## src/rtl/grid_cursor_plotter_if.sv

```systemverilog
// Box-draw request channel between the cursor plotter and the VGA box plotter.
interface grid_cursor_plotter_if #(
  parameter int XW = 8,
  parameter int YW = 8
) ();
  logic          draw_req;
  logic          draw_ready;
  logic [XW-1:0] x;
  logic [YW-1:0] y;
  logic [2:0]    colour;
  logic          draw_full;

  modport master (output draw_req, x, y, colour, draw_full, input draw_ready);
  modport slave  (input draw_req, x, y, colour, draw_full, output draw_ready);
endinterface

```

## src/rtl/grid_cursor_plotter.sv

```systemverilog
// Grid cursor plotter: walks a cursor over a ROWS x COLS symbol grid, turns
// each cell into pixel coordinates and issues box-draw requests. A wrong
// input erases the current column back to row 0; filling the grid parks the
// block in FULL until clear or reset.
module grid_cursor_plotter #(
  parameter int ROWS     = 5,
  parameter int COLS     = 6,
  parameter int CELL_W   = 9,
  parameter int CELL_H   = 8,
  parameter int ORIGIN_X = 20,
  parameter int ORIGIN_Y = 30,
  parameter int XW       = 8,
  parameter int YW       = 8,
  localparam int RW      = (ROWS > 1) ? $clog2(ROWS) : 1,
  localparam int CW      = (COLS > 1) ? $clog2(COLS) : 1
) (
  input  logic                   clock,
  input  logic                   reset,
  input  logic                   step,
  input  logic                   correct,
  input  logic [1:0]             selection,
  input  logic                   clear,
  grid_cursor_plotter_if.master  draw,
  output logic [RW-1:0]          row,
  output logic [CW-1:0]          column,
  output logic                   busy,
  output logic                   done
);

  localparam int PW = ((XW > YW) ? XW : YW) + ((RW > CW) ? RW : CW);

  typedef enum logic [1:0] {S_IDLE, S_DRAW, S_ERASE, S_FULL} state_t;

  state_t        r_state, w_state_nx;
  logic [RW-1:0] r_row, w_row_nx;
  logic [RW-1:0] r_e, w_e_nx;
  logic [CW-1:0] r_col, w_col_nx;
  logic [XW-1:0] r_x, w_x_nx;
  logic [YW-1:0] r_y, w_y_nx;
  logic [2:0]    r_colour, w_colour_nx;
  logic          r_full, w_full_nx;
  logic          r_req, w_req_nx;
  logic          r_clr_pend, w_clr_pend_nx;
  logic          w_home;
  logic          w_accept;
  logic          w_clr;

  function automatic logic [XW-1:0] cell_x(input logic [CW-1:0] c);
    logic [PW-1:0] p;
    p = PW'(ORIGIN_X) + PW'(c) * PW'(CELL_W);
    return p[XW-1:0];
  endfunction

  function automatic logic [YW-1:0] cell_y(input logic [RW-1:0] r);
    logic [PW-1:0] p;
    p = PW'(ORIGIN_Y) + PW'(r) * PW'(CELL_H);
    return p[YW-1:0];
  endfunction

  // {colour, filled} for each selection code
  function automatic logic [3:0] sel_decode(input logic [1:0] s);
    case (s)
      2'b00:   return 4'b100_1;
      2'b01:   return 4'b111_1;
      2'b11:   return 4'b111_0;
      default: return 4'b000_1;
    endcase
  endfunction

  assign w_accept = r_req & draw.draw_ready;
  assign w_clr    = clear | r_clr_pend;

  // Next-state and datapath update; clear during a handshake is remembered
  // and applied at the accept edge, abandoning any remaining erase cells.
  always_comb begin
    w_state_nx    = r_state;
    w_row_nx      = r_row;
    w_col_nx      = r_col;
    w_e_nx        = r_e;
    w_x_nx        = r_x;
    w_y_nx        = r_y;
    w_colour_nx   = r_colour;
    w_full_nx     = r_full;
    w_req_nx      = r_req;
    w_clr_pend_nx = r_clr_pend;
    w_home        = 1'b0;
    unique case (r_state)
      S_IDLE: begin
        if (clear) begin
          w_home = 1'b1;
        end else if (step) begin
          if (correct) begin
            w_x_nx                   = cell_x(r_col);
            w_y_nx                   = cell_y(r_row);
            {w_colour_nx, w_full_nx} = sel_decode(selection);
            w_req_nx                 = 1'b1;
            w_state_nx               = S_DRAW;
          end else if (r_row != '0) begin
            w_e_nx      = '0;
            w_x_nx      = cell_x(r_col);
            w_y_nx      = cell_y('0);
            w_colour_nx = 3'b000;
            w_full_nx   = 1'b1;
            w_req_nx    = 1'b1;
            w_state_nx  = S_ERASE;
          end
        end
      end
      S_DRAW: begin
        if (clear) w_clr_pend_nx = 1'b1;
        if (w_accept) begin
          w_req_nx = 1'b0;
          if (w_clr) begin
            w_home = 1'b1;
          end else if (r_row != RW'(ROWS - 1)) begin
            w_row_nx   = r_row + RW'(1);
            w_state_nx = S_IDLE;
          end else if (r_col != CW'(COLS - 1)) begin
            w_row_nx   = '0;
            w_col_nx   = r_col + CW'(1);
            w_state_nx = S_IDLE;
          end else begin
            w_state_nx = S_FULL;
          end
        end
      end
      S_ERASE: begin
        if (clear) w_clr_pend_nx = 1'b1;
        if (w_accept) begin
          if (w_clr) begin
            w_home = 1'b1;
          end else if (r_e == r_row - RW'(1)) begin
            w_req_nx   = 1'b0;
            w_row_nx   = '0;
            w_state_nx = S_IDLE;
          end else begin
            // back-to-back: next cell request presented straight after accept
            w_e_nx = r_e + RW'(1);
            w_y_nx = cell_y(r_e + RW'(1));
          end
        end
      end
      S_FULL: begin
        if (clear) w_home = 1'b1;
      end
      default: w_home = 1'b1;
    endcase
    if (w_home) begin
      w_state_nx    = S_IDLE;
      w_row_nx      = '0;
      w_col_nx      = '0;
      w_e_nx        = '0;
      w_x_nx        = XW'(ORIGIN_X);
      w_y_nx        = YW'(ORIGIN_Y);
      w_colour_nx   = 3'b000;
      w_full_nx     = 1'b0;
      w_req_nx      = 1'b0;
      w_clr_pend_nx = 1'b0;
    end
  end

  // State and datapath registers
  always_ff @(posedge clock or posedge reset) begin
    if (reset) begin
      r_state    <= S_IDLE;
      r_row      <= '0;
      r_col      <= '0;
      r_e        <= '0;
      r_x        <= XW'(ORIGIN_X);
      r_y        <= YW'(ORIGIN_Y);
      r_colour   <= 3'b000;
      r_full     <= 1'b0;
      r_req      <= 1'b0;
      r_clr_pend <= 1'b0;
    end else begin
      r_state    <= w_state_nx;
      r_row      <= w_row_nx;
      r_col      <= w_col_nx;
      r_e        <= w_e_nx;
      r_x        <= w_x_nx;
      r_y        <= w_y_nx;
      r_colour   <= w_colour_nx;
      r_full     <= w_full_nx;
      r_req      <= w_req_nx;
      r_clr_pend <= w_clr_pend_nx;
    end
  end

  assign draw.draw_req  = r_req;
  assign draw.x         = r_x;
  assign draw.y         = r_y;
  assign draw.colour    = r_colour;
  assign draw.draw_full = r_full;
  assign row            = r_row;
  assign column         = r_col;
  assign busy           = (r_state != S_IDLE);
  assign done           = (r_state == S_FULL);

endmodule

```

## src/flat_wrapper.sv

```systemverilog
// flat-port wrapper written by rule: the top's interface ports become plain ports
module grid_cursor_plotter_flat 
#(
  parameter int ROWS     = 5,
  parameter int COLS     = 6,
  parameter int CELL_W   = 9,
  parameter int CELL_H   = 8,
  parameter int ORIGIN_X = 20,
  parameter int ORIGIN_Y = 30,
  parameter int XW       = 8,
  parameter int YW       = 8,
  localparam int RW      = (ROWS > 1) ? $clog2(ROWS) : 1,
  localparam int CW      = (COLS > 1) ? $clog2(COLS) : 1
)
  (clock, reset, step, correct, selection, clear, row, column, busy, done, draw_draw_req, draw_x, draw_y, draw_colour, draw_draw_full, draw_draw_ready);
  grid_cursor_plotter_if #(.XW(XW), .YW(YW)) draw_i ();
  input  logic clock;
  input  logic reset;
  input  logic step;
  input  logic correct;
  input  logic [1:0] selection;
  input  logic clear;
  output logic [RW-1:0] row;
  output logic [CW-1:0] column;
  output logic busy;
  output logic done;
  output wire logic [$bits(draw_i.draw_req)-1:0] draw_draw_req;
  output wire logic [$bits(draw_i.x)-1:0] draw_x;
  output wire logic [$bits(draw_i.y)-1:0] draw_y;
  output wire logic [$bits(draw_i.colour)-1:0] draw_colour;
  output wire logic [$bits(draw_i.draw_full)-1:0] draw_draw_full;
  input wire logic [$bits(draw_i.draw_ready)-1:0] draw_draw_ready;
  assign draw_draw_req = draw_i.draw_req;
  assign draw_x = draw_i.x;
  assign draw_y = draw_i.y;
  assign draw_colour = draw_i.colour;
  assign draw_draw_full = draw_i.draw_full;
  assign draw_i.draw_ready = draw_draw_ready;
  grid_cursor_plotter #(.ROWS(ROWS), .COLS(COLS), .CELL_W(CELL_W), .CELL_H(CELL_H), .ORIGIN_X(ORIGIN_X), .ORIGIN_Y(ORIGIN_Y), .XW(XW), .YW(YW)) u_core (.clock(clock), .reset(reset), .step(step), .correct(correct), .selection(selection), .clear(clear), .draw(draw_i), .row(row), .column(column), .busy(busy), .done(done));
endmodule
```

## config.mk

```make
export PLATFORM = sky130hd
export DESIGN_NAME = grid_cursor_plotter_flat
export DESIGN_NICKNAME = d
export VERILOG_FILES = /design/src/rtl/grid_cursor_plotter_if.sv /design/src/rtl/grid_cursor_plotter.sv /design/src/flat_wrapper.sv
export SDC_FILE = /design/constraint.sdc
export NUM_CORES = 1
export LEC_CHECK = 0
export CORE_MARGIN = 2
export CORE_UTILIZATION = 55
export DETAILED_ROUTE_END_ITERATION = 10
export PLACE_DENSITY = 0.91
export SETUP_SLACK_MARGIN = 0.05
export SYNTH_ARGS = -nofsm -noshare
export SYNTH_HDL_FRONTEND = slang
export SYNTH_SLANG_ARGS = --single-unit
```

## constraint.sdc

```tcl
create_clock -name clock -period 4.85 [get_ports clock]
set_input_delay 1.2125 -clock clock [delete_from_list [all_inputs] [get_ports clock]]
set_output_delay 1.2125 -clock clock [all_outputs]
set_load 0.005 [all_outputs]
```

Word level (Yosys, flattened, before mapping)
Index checks and enable logic that the tools add are counted.

Flip-flop bits (word level): 33. Bits in latches: 0. Memory bits (writable): 0. Bits in read-only memories: 0. Bits of input ports: 8. Word-level logic and storage cells: 148. Memories: 0.

Add/sub/neg operators: 7. $mul: 1. Divide/modulo/power cells: 0. Order comparisons: 0. Eq/ne operators: 23. Shift-type cells: 0. Multiplexer cells: 80. Bitwise gates (word level): 2. Reductions and logical operators: 25.

Operators with widths (number): $mux W8 (14); $mux W3 (27); $mux W2 (12); $mux W1 (20); $ne A3 B2 Y1 const B (6); $pmux W8 S2 (1); $reduce_and A8 Y1 (2); $reduce_bool A2 Y1 (8); $add A5 B6 Y7 const A (2); $reduce_and A7 Y1 (2); $ne A3 B1 Y1 const B (4); $pmux W3 S2 (2); $pmux W4 S3 (1); $reduce_bool A3 Y1 (4); $add A3 B1 Y3 const B (3); $reduce_and A9 Y1 (1); $add A5 B7 Y8 const A (1); $mul A3 B4 Y7 const B (1); $eq A2 B2 Y1 const B (3); $ne A2 B1 Y1 const B (3); $ne A3 B3 Y1 const B (2); $pmux W2 S3 (1); $reduce_and A5 Y1 (1); $eq A2 B1 Y1 const B (2); other kinds (13) (15).

Logic depth before layout (Yosys ltp)
Gate-level depths: netlist of run 1.

Depth after elaboration: 8. Depth in mapped cells: 8. Gate-level depth less buffers: 7.

Worst setup path after synthesis of run 1
Ideal clock, no wire load.

Kind: in2reg. Start point: input port clear. End point: register u_core.r_state[1]. Arrival time: 2.343 ns. Required time: 4.722 ns. Path slack: 2.380 ns. Cell stages on the path: 5. Buffers on the path: 0. Cells stage by stage: nand3b_1 > nor2_2 > o21ai_0 > a21boi_4 > mux2_1.

Word-level cells in the longest chain between the ends: 6. Elaborated cells between the ends (all ways): 16. Classes of those cells: 8 x eq/ne; 5 x mux; 1 x bitwise; 2 x reduce/logical.

Ends and longest elaborated chain: from (decl) (line flat_wrapper.sv:22) `input logic clear;`; $or A1 B1 Y1 (line grid_cursor_plotter.sv:71) `assign w_clr = clear | r_clr_pend;`; $mux W1 (line grid_cursor_plotter.sv:113, grid_cursor_plotter.sv:130); $mux W1 (line grid_cursor_plotter.sv:129) `if (w_accept) begin`; $pmux W1 S2 (line grid_cursor_plotter.sv:87) `unique case (r_state)`; $ne A4 B2 Y1 (no line) (tied with other cells); $reduce_and A9 Y1 (no line); to (signal assigned) (line grid_cursor_plotter.sv:176) `r_state <= w_state_nx;`; to (decl) (line grid_cursor_plotter.sv:34) `state_t r_state, w_state_nx;`.

Several ways; a longest one is shown, not always the timed one. A chain may end at the register's enable or synchronous reset.

Worst setup path after layout of run 1
Same ends and word-level chain as after synthesis.

==> impl_results.md, run 1 <==
- TritonCTS buffer count: 3
- Clock skew: approximately 0.0073 ns
- DR pass1 iterations: 4
- Post-synth EDFFs: 0
- Worst Tran Pin Value: 1.014 ns
- CP max FO: 15
- Number of global-route vias before repair: about 1400
- Grt ovf: 0
- Reg2reg path depth: 7
- PwrDens: around 190 nW/um^2
- Worst reg2reg setup slack: 2.30 ns
- Wire length per cell: 13.86 um
- Port Buf Inserts: 32
- Share of layout cells above drive strength 1: between 8 and 9%
- Remaining antenna violation count after routing: 0
- DRC viols: 0
- Ant diodes: 0
- Hold WS: 0.4998 ns
- Count of mapped cells out of synthesis: 202
- Combinational power share: between 7 and 8%
- Hold Crit Class: reg -> reg
- Largest net degree at the start of global routing: 29
- CP Class: in -> reg
- Crit path from: clear
- H-tree Lvls: 1
- Gp weighted congestion: between 0.8 and 0.9
- # rows: 21
- Yosys cell types: 48
- Area growth, synth to finish: 19.31%
- Fin util: about two thirds
- Status: finished, final reports clean
- Multi-input combinational cell area: 1022 um^2
- Critical path's top delay family: buffers and inverters
- Register Area: between 700 and 800 um^2
- Setup crit start kind: primary input
- Synth Register Bits: 28
- Antenna violations before repair: 0
- RSZ-0062 raised after global routing: no
- CTS root buffer: clkbuf_4
- Post-route minimum period: 3.062 ns
- First-pass GRT wire length: 6044 um
- Drt total wl: ~3800 um
- Peak VDD IR: 0.1832 mV
- Max Buffers Root-to-Sink: 2
- Post_cts resized: 0
- Die Span X: approximately 62 um
- Ys async rst share: 100.0%
- Min-Delay Path Depth: 2
- Vias/cell: between 5 and 6
- Max incr delay on CP: between 0.6 and 0.7 ns
- Die Y: a little over 60 um
- Clk slew on worst S/H paths: 0.15 ns
- Min-delay src: u_core.draw.x[4]$_DFFE_PP1P_
- Dominant synthesized flop cell: dfrtp_1
- Top Ports: 37
- Setup crit end kind: register
- Slew HR: between 30 and 40%
- GRT Resource Usage Total: a little over a fifth
- Ys Warns: 0
- CP required: ~5.1 ns
- Post-DP HPWL: approximately 2800 um
- Worst hold endpoint: u_core.draw.x[4]$_DFFE_PP1P_
- Reg2reg start: u_core.r_state[1]$_DFFE_PP0P_
- Slew Limit Fails: 0
- Max-cap violations: 0
- # setup viols final: 0
- Worst path slowest cell: clkdlybuf4s50_1
- Core Area: about 3300 um^2
- Fill count: ~260
- Initial DRC count: just under 90
- Commonest non-fill, non-tap cell in the layout: clkdlybuf4s50_1
- Initial Util: between 50% and 60%
- NetSw: 90.10 uW
- Critical path data arrival time: approximately 3.3 ns
- CTS tree: done
- CP bufs+invs: 1
- Clock sinks: 28
- Setup bufs post-CTS: 0
- Total power: 430.0 uW
- Switching Share: between 20% and 30%
- Tcrit/Tclk final: 63.14%
- Max Fclk: between 0.3 and 0.4 GHz
- Via count: 1525
- Leakage: 0.9860 nW
- Critical-path cell list: clkdlybuf4s50_1 -> a21oi_2 -> or2_1 -> a31oi_4 -> a21boi_4 -> mux2_1
- Nets: 251
- Internal: approximately 340 uW
- Die area: just under 4000 um^2
- Mean Syn Cell Area: just over 9 um^2
- Clk pwr share: a little over a third
- Reg2Reg Capture Point: u_core.r_state[1]$_DFFE_PP0P_
- Skew-Pair Late Insertion Delay: between 0.3 and 0.4 ns
- Mapped Area: about 1900 um^2
- Sequential share of the synthesized area: 38.08%
- Register share of total power: ~56%
- Hold violation count in the final report: 0
- Setup TNS: 0 ns
- Post-CTS Hold Buffers: 0
- Most frequent cells in the layout: 32 x clkdlybuf4s50_1, 25 x nand2_1, 24 x dfrtp_1
cell usage after synthesis, types with 3 or more instances:
master    count  area share, %
nand2_1      25            5.1
o21ai_0      12            3.2
nor2_1       15            3.0
buf_4         5            2.0
inv_1        14            2.8
ha_1         14            9.5
dfrtp_1      24             32
nand3_1       9            2.4
xor2_1        5            2.4
buf_2         4            1.1
clkbuf_1      3           0.61
dfstp_2       4            5.7
a21oi_1      16            4.3
nand2b_1      4            1.4
o211ai_1      5            2.0
a31oi_1       3            1.0
routing by layer:
layer  vias up  part of all wire [%]  track usage (%)
li1        744                     -                -
met1       738                    47            29.52
met2        33                    48            32.14
met3        10                   3.7            4.348
met4         0                   2.0            7.903
met5         -                     0                0
cells by family after synthesis:
family	synth area share, %
flops	38.08
buf+inv	7.157
other cells	0.4053
fa+ha+maj	10.53
mux	2.363
xor+xnor	4.051
simple gates	17.69
compound gates	19.72
power groups by stage:
stage | clock network [mW] | logic (mW) | registers (mW)
floorplan | 0 | 0.0174 | 0.247
global placement | 0 | 0.0334 | 0.247
detailed placement | 0 | 0.0343 | 0.247
CTS | 0.155 | 0.0345 | 0.243
global route | 0.165 | 0.0393 | 0.243
finish | 0.153 | 0.0340 | 0.243
flip-flops by register name, summed over array words and instances, names as in the netlist:
register,flops
u_core.r_e,3
u_core.r_clr_pend,1
u_core.draw.draw_full,1
u_core.column,3
u_core.draw.draw_req,1
u_core.r_state,2
u_core.draw.y,4
u_core.row,3
u_core.draw.x,8
u_core.draw.colour,2
final cells by class:
cell class | count | area share [%]
Tap cell | 46 | 2.603
Multi-Input combinational cell | 149 | 46.24
Sequential cell | 28 | 31.92
Timing Repair Buffer | 32 | 14.49
Inverter | 14 | 2.377
Clock buffer | 3 | 1.019
Clock inverter | 1 | 1.358
worst register-to-register path, stage by stage, from the launching register on:
cell and delay (ns):
dfrtp_1 0.43, inv_1 0.08, ha_1 0.39, a21boi_2 0.22
or2_1 0.45, a31oi_4 0.32, a21boi_4 0.23, mux2_1 0.33
how the worst max path moves through the flow:
stage / to / cells past startpoint
6_report: u_core.r_state[1]$_DFFE_PP0P_ / 6
5_1_grt: u_core.row[0]$_DFFE_PP0P_ / 5
4_1_cts: u_core.r_state[1]$_DFFE_PP0P_ / 6
3_5_place_dp: u_core.r_state[1]$_DFFE_PP0P_ / 6
3_3_place_gp: u_core.r_state[1]$_DFFE_PP0P_ / 6
2_1_floorplan: u_core.r_state[1]$_DFFE_PP0P_ / 5
through the flow:
step / instances / area [um^2] / worst slack, ns
6_report: 273 / 2211 / 1.788
5_1_grt: 273 / 2211 / 1.585
4_1_cts: 273 / 2211 / 1.800
3_5_place_dp: 269 / 2158 / 1.448
3_3_place_gp: 269 / 2158 / 1.512
2_1_floorplan: 204 / 1861 / 2.380
(Power assumes the default switching activity.)
==> inputs of run 2 (changes only) <==
Settings changed: CORE_UTILIZATION 55 to 51, PLACE_DENSITY 0.91 to 0.86.
Clock period 4.85 ns to 3.1 ns, I/O delays scaled along.
==> impl_results.md, run 2 (synthesis gave the netlist of run 1 again) <==
- Tcrit/Tclk final: 79.93%
- Max-cap violations: 0
- Port Buf Inserts: 32
- Clock sinks: 28
- Commonest non-fill, non-tap cell in the layout: clkdlybuf4s50_1
- CTS root buffer: clkbuf_4
- Slew HR: approximately three fifths
- Status: finished, final reports clean
- Number of global-route vias before repair: between 1000 and 1500
- Antenna violations before repair: 0
- Largest net degree at the start of global routing: 17
- CP max FO: 9
- Worst Tran Pin Value: 0.6095 ns
- CTS tree: done
- Slew Limit Fails: 0
- Ant diodes: 0
- H-tree Lvls: 1
- # setup viols final: 0
- Hold violation count in the final report: 0
- Die area: about 4100 um^2
- Max Buffers Root-to-Sink: 2
- Gp weighted congestion: between 0.8 and 0.9
- Peak VDD IR: about 0.17 mV
- Area growth, synth to finish: 20.93%
- Via count: 1533
- Min-Delay Path Depth: 2
- Max Fclk: just over 0.4 GHz
- Post-CTS Hold Buffers: 0
- Drt total wl: around 3800 um
- Final WS setup: around 0.62 ns
- DRC viols: 0
- Max reg flops: 8
- Die Span X: 64.28 um
- Leakage: roughly 1.0 nW
- Die Y: about 64 um
- Remaining antenna violation count after routing: 0
- Clk slew on worst S/H paths: ~0.16 ns
- Clock skew: between 0.008 and 0.009 ns
- Share of layout cells above drive strength 1: 10.39%
- Reg2reg path depth: 7
- Top Ports: 37
- Placed cell areas: 2188 um^2
- Post-route minimum period: roughly 2.5 ns
- Vias/cell: between 5 and 6
- Most frequent cells in the layout: 32 x clkdlybuf4s50_1, 25 x nand2_1, 24 x dfrtp_1
- Multi-input combinational cell area: ~1000 um^2
- Wire length per cell: 13.87 um
- Setup crit start kind: primary input
- Fill count: 284
- Skew-Pair Late Insertion Delay: roughly 0.34 ns
- Total power: roughly 680 uW
- Register Area: just over 700 um^2
- # rows: 21
- Initial Util: around 54%
- RSZ-0062 raised after global routing: no
- TritonCTS buffer count: 3
- Design Area, Final: around 2200 um^2
- Setup bufs post-CTS: 0
- GRT Resource Usage Total: 20.10%
- Post-DP HPWL: around 2900 um
- Grt ovf: 0
- Critical path data arrival time: about 2.7 ns
- Setup crit end kind: register
- Post_cts resized: 0
- Core Area: about 3400 um^2
- CP Class: in -> reg
- CP required: about 3.3 ns
- Initial DRC count: 63
- Setup TNS: 0 ns
- DR pass1 iterations: 4
- Hold Crit Class: reg -> reg
- PwrDens: 304.1 nW/um^2
- Pre-CTS setup slack: 0.2752 ns
- First-pass GRT wire length: 6568 um
- Nets: ~260
[run 2: cell types whose count changed in the layout (fill, tap and decap cells not counted), sizes merged]
cell  change
buf       +4
[run 2: final timing paths]
check | start | endpoint | slack (ns)
hold reg to reg | u_core.draw.x[4]$_DFFE_PP1P_ | u_core.draw.x[4]$_DFFE_PP1P_ | 0.50
setup reg to reg | u_core.r_state[0]$_DFFE_PP0P_ | u_core.draw.y[6]$_DFFE_PP0P_ | 0.78
min in group asynchronous | reset | u_core.draw.x[6]$_DFFE_PP0P_ | 0.74
setup / recovery | clear | u_core.r_state[1]$_DFFE_PP0P_ | 0.62
max in group asynchronous | reset | u_core.draw.x[2]$_DFFE_PP1P_ | 1.68
hold / removal | u_core.draw.x[4]$_DFFE_PP1P_ | u_core.draw.x[4]$_DFFE_PP1P_ | 0.50
[run 2: report_power, final]
group	total (mW)	internal (mW)	switching, mW
clock network	0.246	0.131	0.115
registers	0.379	0.374	0.00584
logic	0.0557	0.0289	0.0269
total	0.681	0.533	0.148
[run 2: cell type report]
cell class / instances / area share (%)
Multi-Input combinational cell: 149 / 45.62
Sequential cell: 28 / 31.49
Tap cell: 46 / 2.568
Timing Repair Buffer: 36 / 15.63
Clock buffer: 3 / 1.005
Inverter: 14 / 2.345
Clock inverter: 1 / 1.340
[run 2: stage by stage]
stage	util [%]	hold slack, ns	instances
floorplan	-	0.4764	204
global placement	64.07	0.4771	273
detailed placement	64.07	0.4827	273
global route	65.60	0.5400	277
CTS	65.60	0.5049	277
finish	65.60	0.5036	277
[run 2: metal layers]
| layer | track usage, % | vias up | share of wire (%) |
|---|---|---|---|
| li1 | - | 753 | - |
| met1 | 26.79 | 715 | 45 |
| met2 | 33.33 | 57 | 48 |
| met4 | 7.181 | 0 | 1.8 |
| met5 | 0 | - | 0 |
| met3 | 2.817 | 8 | 4.7 |
[run 2: critical path, stage by stage]
cell and delay (ns):
clkdlybuf4s50_1 0.55, nand3b_1 0.28, nor2_2 0.33, o21ai_0 0.23, a21boi_4 0.21, mux2_1 0.34
==> inputs of run 3 (changes only) <==
Settings changed: CORE_UTILIZATION 51 to 46, PLACE_DENSITY 0.86 to 0.82.
Clock period 3.1 ns to 2.2 ns, I/O delays scaled along.
==> impl_results.md, run 3 (synthesis gave the netlist of run 1 again) <==
- First-pass GRT wire length: 6396 um
- Core Area: between 3000 and 4000 um^2
- Initial DRC count: 76
- Critical path data arrival time: 1.53 ns
- Post-route minimum period: 2.078 ns
- Hold Crit Class: reg -> reg
- Area growth, synth to finish: 32.07%
- Antenna violations before repair: 0
- Leakage: 1.122 nW
- Largest net degree at the start of global routing: 29
- Die Y: roughly 67 um
- TritonCTS buffer count: 3
- CP required: roughly 1.7 ns
- Drt total wl: approximately 4000 um
- CP max FO: 7
- Max reg flops: 8
- Number of global-route vias before repair: about 1400
- Top Ports: 37
- Crit path from: u_core.r_state[1]$_DFFE_PP0P_
- Die area: approximately 4600 um^2
- Nets: roughly 270
- DRC viols: 0
- # setup viols final: 0
- RSZ-0062 raised after global routing: no
- PwrDens: 420.8 nW/um^2
- Share of layout cells above drive strength 1: between 10% and 20%
- Hold violation count in the final report: 0
- Post-CTS Hold Buffers: 0
- H-tree Lvls: 1
- Vias/cell: approximately 5.3
- Clock sinks: 28
- Remaining antenna violation count after routing: 0
- CTS tree: done
- Slew Limit Fails: 0
- Clk slew on worst S/H paths: ~0.10 ns
- Min-delay src: u_core.draw.x[4]$_DFFE_PP1P_
- Max Fclk: just under 0.5 GHz
- Setup bufs post-CTS: 0
- Skew-Pair Late Insertion Delay: around 0.28 ns
- Gp weighted congestion: between 0.8 and 0.9
- Status: finished, final reports clean
- Wire length per cell: around 13 um
- Peak VDD IR: 0.2586 mV
- Commonest non-fill, non-tap cell in the layout: clkdlybuf4s50_1
- Reg2reg start: u_core.r_state[1]$_DFFE_PP0P_
- Post-Place Cells: between 200 and 300
- GRT Resource Usage Total: between 15 and 20%
- Final instance count without filler cells: approximately 300
- CTS root buffer: clkbuf_8
- Max Buffers Root-to-Sink: 2
- Via count: approximately 1600
- DR pass1 iterations: 4
- Placed cell areas: 2341 um^2
- Ant diodes: 0
- # rows: 23
- Pre-CTS setup slack: -0.1559 ns
- Initial Util: between 40% and 50%
- Post-DP HPWL: 3014 um
- Tcrit/Tclk final: 94.45%
- Max-cap violations: 0
- Port Buf Inserts: 32
- Fill count: 344
- Design Area, Final: roughly 2400 um^2
- Die Span X: between 60 and 70 um
- Setup TNS: 0 ns
- Final WS setup: roughly 0.12 ns
- CP Class: reg -> out
- Total power: between 1 and 1.5 mW
- Setup crit start kind: register
- Setup crit end kind: primary output
- Most frequent cells in the layout: 31 x clkdlybuf4s50_1, 25 x nand2_1, 24 x dfrtp_1
- Grt ovf: 0
- Clock skew: slightly below 0.003 ns
-- run 3: changes by cell type in the layout (fill, tap and decap cells not counted), sizes merged --
| cell | delta |
|---|---|
| dlymetal6s2s | +1 |
| clkdlybuf4s50 | -1 |
| buf | +18 |
-- run 3: worst max-delay path: stages (launching register included) --
cell and delay, ns:
dfrtp_1 0.42, inv_1 0.10, ha_4 0.19, inv_1 0.05
clkdlybuf4s50_1 0.48
-- run 3: worst paths after layout --
path / depth (start not counted) / slack, ns / to
min in group asynchronous: 3 / 0.63 / u_core.draw.colour[1]$_DFFE_PP0P_
worst min register to register: 2 / 0.50 / u_core.draw.x[4]$_DFFE_PP1P_
worst max register to register: 7 / 0.13 / u_core.r_state[1]$_DFFE_PP0P_
worst max-delay path: 4 / 0.12 / busy
max in group asynchronous: 3 / 1.26 / u_core.draw.y[3]$_DFFE_PP1P_
worst min-delay path: 2 / 0.50 / u_core.draw.x[4]$_DFFE_PP1P_
-- run 3: power by group --
| group | switching (mW) | leakage, nW | internal [mW] |
|---|---|---|---|
| registers | 0.00799 | 0.356 | 0.526 |
| clock network | 0.169 | 0.0357 | 0.244 |
| logic | 0.0391 | 0.730 | 0.0440 |
-- run 3: layer usage --
layer | GRT usage, % | share of wire (%) | vias up
met1 | 24.48 | 46 | 757
met3 | 2.500 | 2.7 | 4
met4 | 5.357 | 1.0 | 0
li1 | - | - | 785
met5 | 0 | 0 | -
met2 | 31.13 | 51 | 28
-- run 3: area by class of cell --
type                    instances  area, um^2  area share (%)
clock buffers                   3       41.29           1.687
clock inverters                 1       30.03           1.227
inverters                      14       52.55           2.147
multi-input cells             149        1067           43.61
flip-flops and latches         28       705.7           28.83
well taps                      50       62.56           2.556
repair buffers                 54       488.0           19.94
-- run 3: per-stage QoR --
step | util (%) | hold slack [ns]
after global routing | 62.08 | 0.5205
final | 62.08 | 0.4959
after global placement | 59.38 | 0.4809
after detailed placement | 59.38 | 0.4852
after CTS | 61.19 | 0.5007
after floorplan | - | 0.4764
-- run 3: what timing repair did --
action	4_1_cts	5_1_grt
endpoints found under the hold margin	0	0
resized for setup	0	6
endpoints found under the setup margin	0	7
==> RTL edit 1: new RTL, settings of run 2 <==
`XW` is set to 8 in 3 places; all go to 9.
--- a/src/rtl/grid_cursor_plotter_if.sv
+++ b/src/rtl/grid_cursor_plotter_if.sv
@@ -2,3 +2,3 @@
 interface grid_cursor_plotter_if #(
-  parameter int XW = 8,
+  parameter int XW = 9,
   parameter int YW = 8
--- a/src/rtl/grid_cursor_plotter.sv
+++ b/src/rtl/grid_cursor_plotter.sv
@@ -11,3 +11,3 @@
   parameter int ORIGIN_Y = 30,
-  parameter int XW       = 8,
+  parameter int XW       = 9,
   parameter int YW       = 8,
--- a/src/flat_wrapper.sv
+++ b/src/flat_wrapper.sv
@@ -9,3 +9,3 @@
   parameter int ORIGIN_Y = 30,
-  parameter int XW       = 8,
+  parameter int XW       = 9,
   parameter int YW       = 8,
Interface: changed (resized draw_x); port bits go from 37 to 38. No check against the original RTL was run, so the function may have changed too.
==> RTL edit 1 against run 2 <==
Sequential cell count did not move. Non-clock buffer count rose by 2. Setup slack got worse by 0.11 ns. Routed wire length rose by 5.6%. First-iteration DRC count rose by 90%. Final area rose by 1.3%. Utilization rose by 0.84 points. Global-route usage rose by 1.2 points. Area after synthesis rose by 0.81%. Die area rose by 0.76%.
Power is not compared: it rests on default switching activity, and its combinational part moved more than twofold at a synthesized area within 25%.
==> RTL edit 1: results (changes against run 2) <==
Run status
  • Status: finished, final reports clean

Global routing
  • Met1 Use GR: 0.285 (+0.0173)
  • Met3 Track Usage GR: 0.0226 (-0.00560)
  • Largest net degree at the start of global routing: 29 (+12)
  • First-pass GRT wire length: 7.01 mm (+6.7%)
  • Met2 Usage GRT: 0.368 (+0.0352)
  • Total GRT Usage: 0.213 (+0.0121)
  • Vias in the first global route: 1,501 (+2.9%)

Yosys
  • Mux share of post-synthesis cell area: 0.0395 (+0.0159)
  • Synth Area in Compound Gates: 0.184 (-0.0136)
  • Post-synthesis adder-cell area fraction: 0.104 (-0.000847)
  • Dominant cells by area after synthesis: dfrtp_1, ha_1, dfstp_2
  • Mapped Cells: 205 (+1.5%)
  • Synth async-reset ratio: 1.00 (unchanged)
  • Ys Warns: 0 (unchanged)
  • XOR/XNOR Fraction of Synth Area: 0.0449 (+0.00436)
  • Seq/Total Area, Yosys: 0.378 (-0.00306)
  • Most common library cells after synthesis: nand2_1, dfrtp_1, inv_1

Detailed routing
  • Starting DRT DRC Count: 120 (+90%)
  • WL per Instance: 14.4 µm (+4.1%)
  • Routed wire length: 4.06 mm (+5.6%)
  • Vias per inst: 5.59 (+1.0%)
  • Met3 Wirelength: 200 µm (+11%)
  • DR WL met2: 1.99 mm (+7.6%)
  • Met1 wire length: 1.82 mm (+4.2%)

Finish
  • Antenna cells: 0 (unchanged)
  • Share of layout cells above drive strength 1: 0.0979 (-0.00602)
  • Fillcell total: 304 (+7.0%)
  • Final #Nets: 259 (+1.6%)

Placement
  • Dpl ws: 0.353 ns (+0.0775 ns)
  • Final Wtd Congestion: 0.909 (+7.2%)
  • Cells after DPL: 277 (+1.5%)
  • Dpl hpwl: 3.02 mm (+4.6%)
  • Placement Cell Area: 0.00222 mm² (+1.3%)
  • Port Buffers: 32 (unchanged)

Clock network
  • Max Root-Sink Buffers: 2 (unchanged)
  • CTS Root Cell: clkbuf_4
  • Post-CTS Setup Inserts: 0 (unchanged)
  • Worst-Skew Late Latency: 0.34 ns (about the same)
  • Number of buffers created by CTS: 3 (unchanged)
  • Post-CTS sizing: 0 (unchanged)
  • H-tree depth: 1 (unchanged)

Min path
  • Worst hold start: u_core.draw.x[4]$_DFFE_PP1P_
  • Worst hold path class: reg -> reg
  • Hold Path Cell Cnt: 2 (unchanged)
  • Sink of the worst hold path: u_core.draw.x[4]$_DFFE_PP1P_

Setup path
  • Crit-path max cell delay: 0.52 ns (-0.03 ns)
  • Critical Path Source: u_core.r_state[0]$_DFFE_PP0P_
  • R2R Setup Slk: 0.67 ns (-0.11 ns)
  • CP top delay family: buffers and inverters
  • Reg2reg end: u_core.r_e[2]$_DFFE_PP0P_
  • Worst setup endpoint: busy
  • Critical path arrival: 1.82 ns (-0.90 ns)
  • Largest fanout on the critical path: 7 (-2)
  • Worst reg2reg path startpoint: u_core.r_state[1]$_DFFE_PP0P_

STA
  • Min Hold Slack: 0.498 ns (-0.00602 ns)
  • Setup Skew: 0.00606 ns (-0.00262 ns)
  • Tmin final: 2.59 ns (+0.115 ns)

Pwr
  • Max VDD drop: 0.000599 V
  • Leakage power: 1.01 nW
RTL edit 1: changes by cell type after synthesis, sizes merged, moves of 3 or more:
cell and delta:
a21oi -8, a31oi -4, nor2 -4, o31ai +4, a21o +3, clkbuf +3, mux2i +3, nand2 +3
RTL edit 1: kinds of logic after synthesis:
group           after synthesis
other cells                   2
fa+ha+maj                    15
compound gates               49
xor+xnor                      8
flops                        28
buf+inv                      31
mux                           7
simple gates                 65
RTL edit 1: final cells by class:
class	instances	share of cell area
repair buffers	38	0.161
multi-input cells	149	0.453
flip-flops and latches	28	0.311
inverters	16	0.0265
clock inverters	1	0.0132
clock buffers	3	0.00992
well taps	46	0.0254
RTL edit 1: stage by stage:
stage / power, W / util
final: 0.00196 / 0.664
after global routing: 0.00211 / 0.664
after CTS: 0.00196 / 0.664
after global placement: 0.00167 / 0.649
after floorplan: 0.00135 / -
after detailed placement: 0.00170 / 0.649
==> RTL edit 2: new RTL, flow settings as in run 2 <==
Made on the original files. Make the reset (`reset`) synchronous in one clocked block.
--- a/src/rtl/grid_cursor_plotter.sv
+++ b/src/rtl/grid_cursor_plotter.sv
@@ -162,3 +162,3 @@
   // State and datapath registers
-  always_ff @(posedge clock or posedge reset) begin
+  always_ff @(posedge clock) begin
     if (reset) begin
Function: differs if reset is asserted again (counterexample within 4 cycles, from zero or initial values and one cycle with reset high); with reset held inactive, the same outputs for 10 cycles.
==> RTL edit 2 against run 2 <==
Routed wire length up 2.4%. Final area down 4.6%. Setup slack got worse by 0.12 ns. Sequential cell count unchanged. Global-route usage up 0.33 points. Area after synthesis fell by 5.9%.
Power is not compared: it rests on default switching activity, and its combinational part moved more than twofold at a synthesized area within 25%.
==> RTL edit 2: results (changes against run 2) <==
Detailed routing
  • DR WL met2: 1.91 mm (+3.5%)
  • Via Count: 1,556 (+1.5%)
  • Met1 wire length: 1.75 mm (+0.40%)
  • Vias per inst: 5.66 (+2.2%)
  • Starting DRT DRC Count: 90 (+43%)
  • Met3 Wirelength: 220 µm (+22%)

Placement
  • Dpl ws: 0.193 ns (-0.0823 ns)
  • Dpl hpwl: 3.04 mm (+5.2%)
  • Placement Cell Area: 0.00208 mm² (-4.7%)

Global routing
  • Total GRT Usage: 0.204 (+0.00331)
  • Largest net degree at the start of global routing: 21 (+4)
  • Met3 Track Usage GR: 0.0252 (-0.00294)
  • Met1 Use GR: 0.265 (-0.00300)
  • First-pass GRT wire length: 6.51 mm (-0.94%)

Run status
  • Status: finished, final reports clean

Clock network
  • Worst-Skew Late Latency: 0.32 ns (-0.02 ns)

STA
  • Setup Skew: 0.00194 ns (-0.00674 ns)
  • Min Hold Slack: 0.461 ns (-0.0430 ns)

Setup path
  • Reg2reg end: u_core.r_state[0]$_SDFFE_PP0P_
  • R2R Setup Slk: 0.53 ns (-0.25 ns)
  • Critical Path Source: u_core.r_state[0]$_SDFFE_PP0P_
  • Largest fanout on the critical path: 8 (-1)
  • Worst reg2reg path startpoint: u_core.row[0]$_SDFFE_PP0P_

Yosys
  • Most common library cells after synthesis: dfxtp_1, nand2_1, a21oi_1
  • Seq/Total Area, Yosys: 0.322 (-0.0592)
  • Synth async-reset ratio: 0 (-1.00)
  • Syn Area/Cell: 8.71 µm² (-5.0%)

Min path
  • Worst hold start: u_core.draw.colour[2]$_SDFFE_PP0P_

Finish
  • Final #Nets: 252 (-1.2%)
  • Share of layout cells above drive strength 1: 0.0611 (-0.0428)
  • Area Growth Syn to Fin: 22.6%
[RTL edit 2: changes by cell type in the layout (fill, tap and decap cells not counted), moves of 4 or more]
| cell | before | now |
|---|---|---|
| dfstp_2 | 4 | 0 |
| nor2_1 | 15 | 10 |
| a21o_1 | 0 | 5 |
| mux2i_1 | 1 | 9 |
| a211oi_1 | 0 | 5 |
| dfxtp_1 | 0 | 28 |
| o21ai_0 | 12 | 3 |
| nand2_1 | 25 | 18 |
| dfrtp_1 | 24 | 0 |
[RTL edit 2: power groups by stage]
stage / sequential (W) / combinational (W) / clock, W
after floorplan: 0.000399 / 0.000211 / 0
after global placement: 0.000400 / 0.000300 / 0
after detailed placement: 0.000401 / 0.000307 / 0
after CTS: 0.000394 / 0.000309 / 0.000242
after global routing: 0.000398 / 0.000337 / 0.000263
final: 0.000394 / 0.000312 / 0.000241
[RTL edit 2: cell type report]
class	count	share of cell area
Multi-Input combinational cell	149	0.499
Timing Repair Buffer	37	0.167
Clock inverter	1	0.0141
Inverter	11	0.0193
Clock buffer	3	0.0105
Sequential cell	28	0.262
Tap cell	46	0.0269
[RTL edit 2: kinds of logic after synthesis]
| group | share of synthesized area |
|---|---|
| compound gates | 0.228 |
| buf+inv | 0.0704 |
| other cells | 0.00431 |
| simple gates | 0.175 |
| xor+xnor | 0.0438 |
| flops | 0.322 |
| mux | 0.0517 |
| fa+ha+maj | 0.105 |
[RTL edit 2: worst min-delay path: stages (launching register included)]
cell	delay (ns)
dfxtp_1	0.34
nand2_1	0.05
a21oi_1	0.05
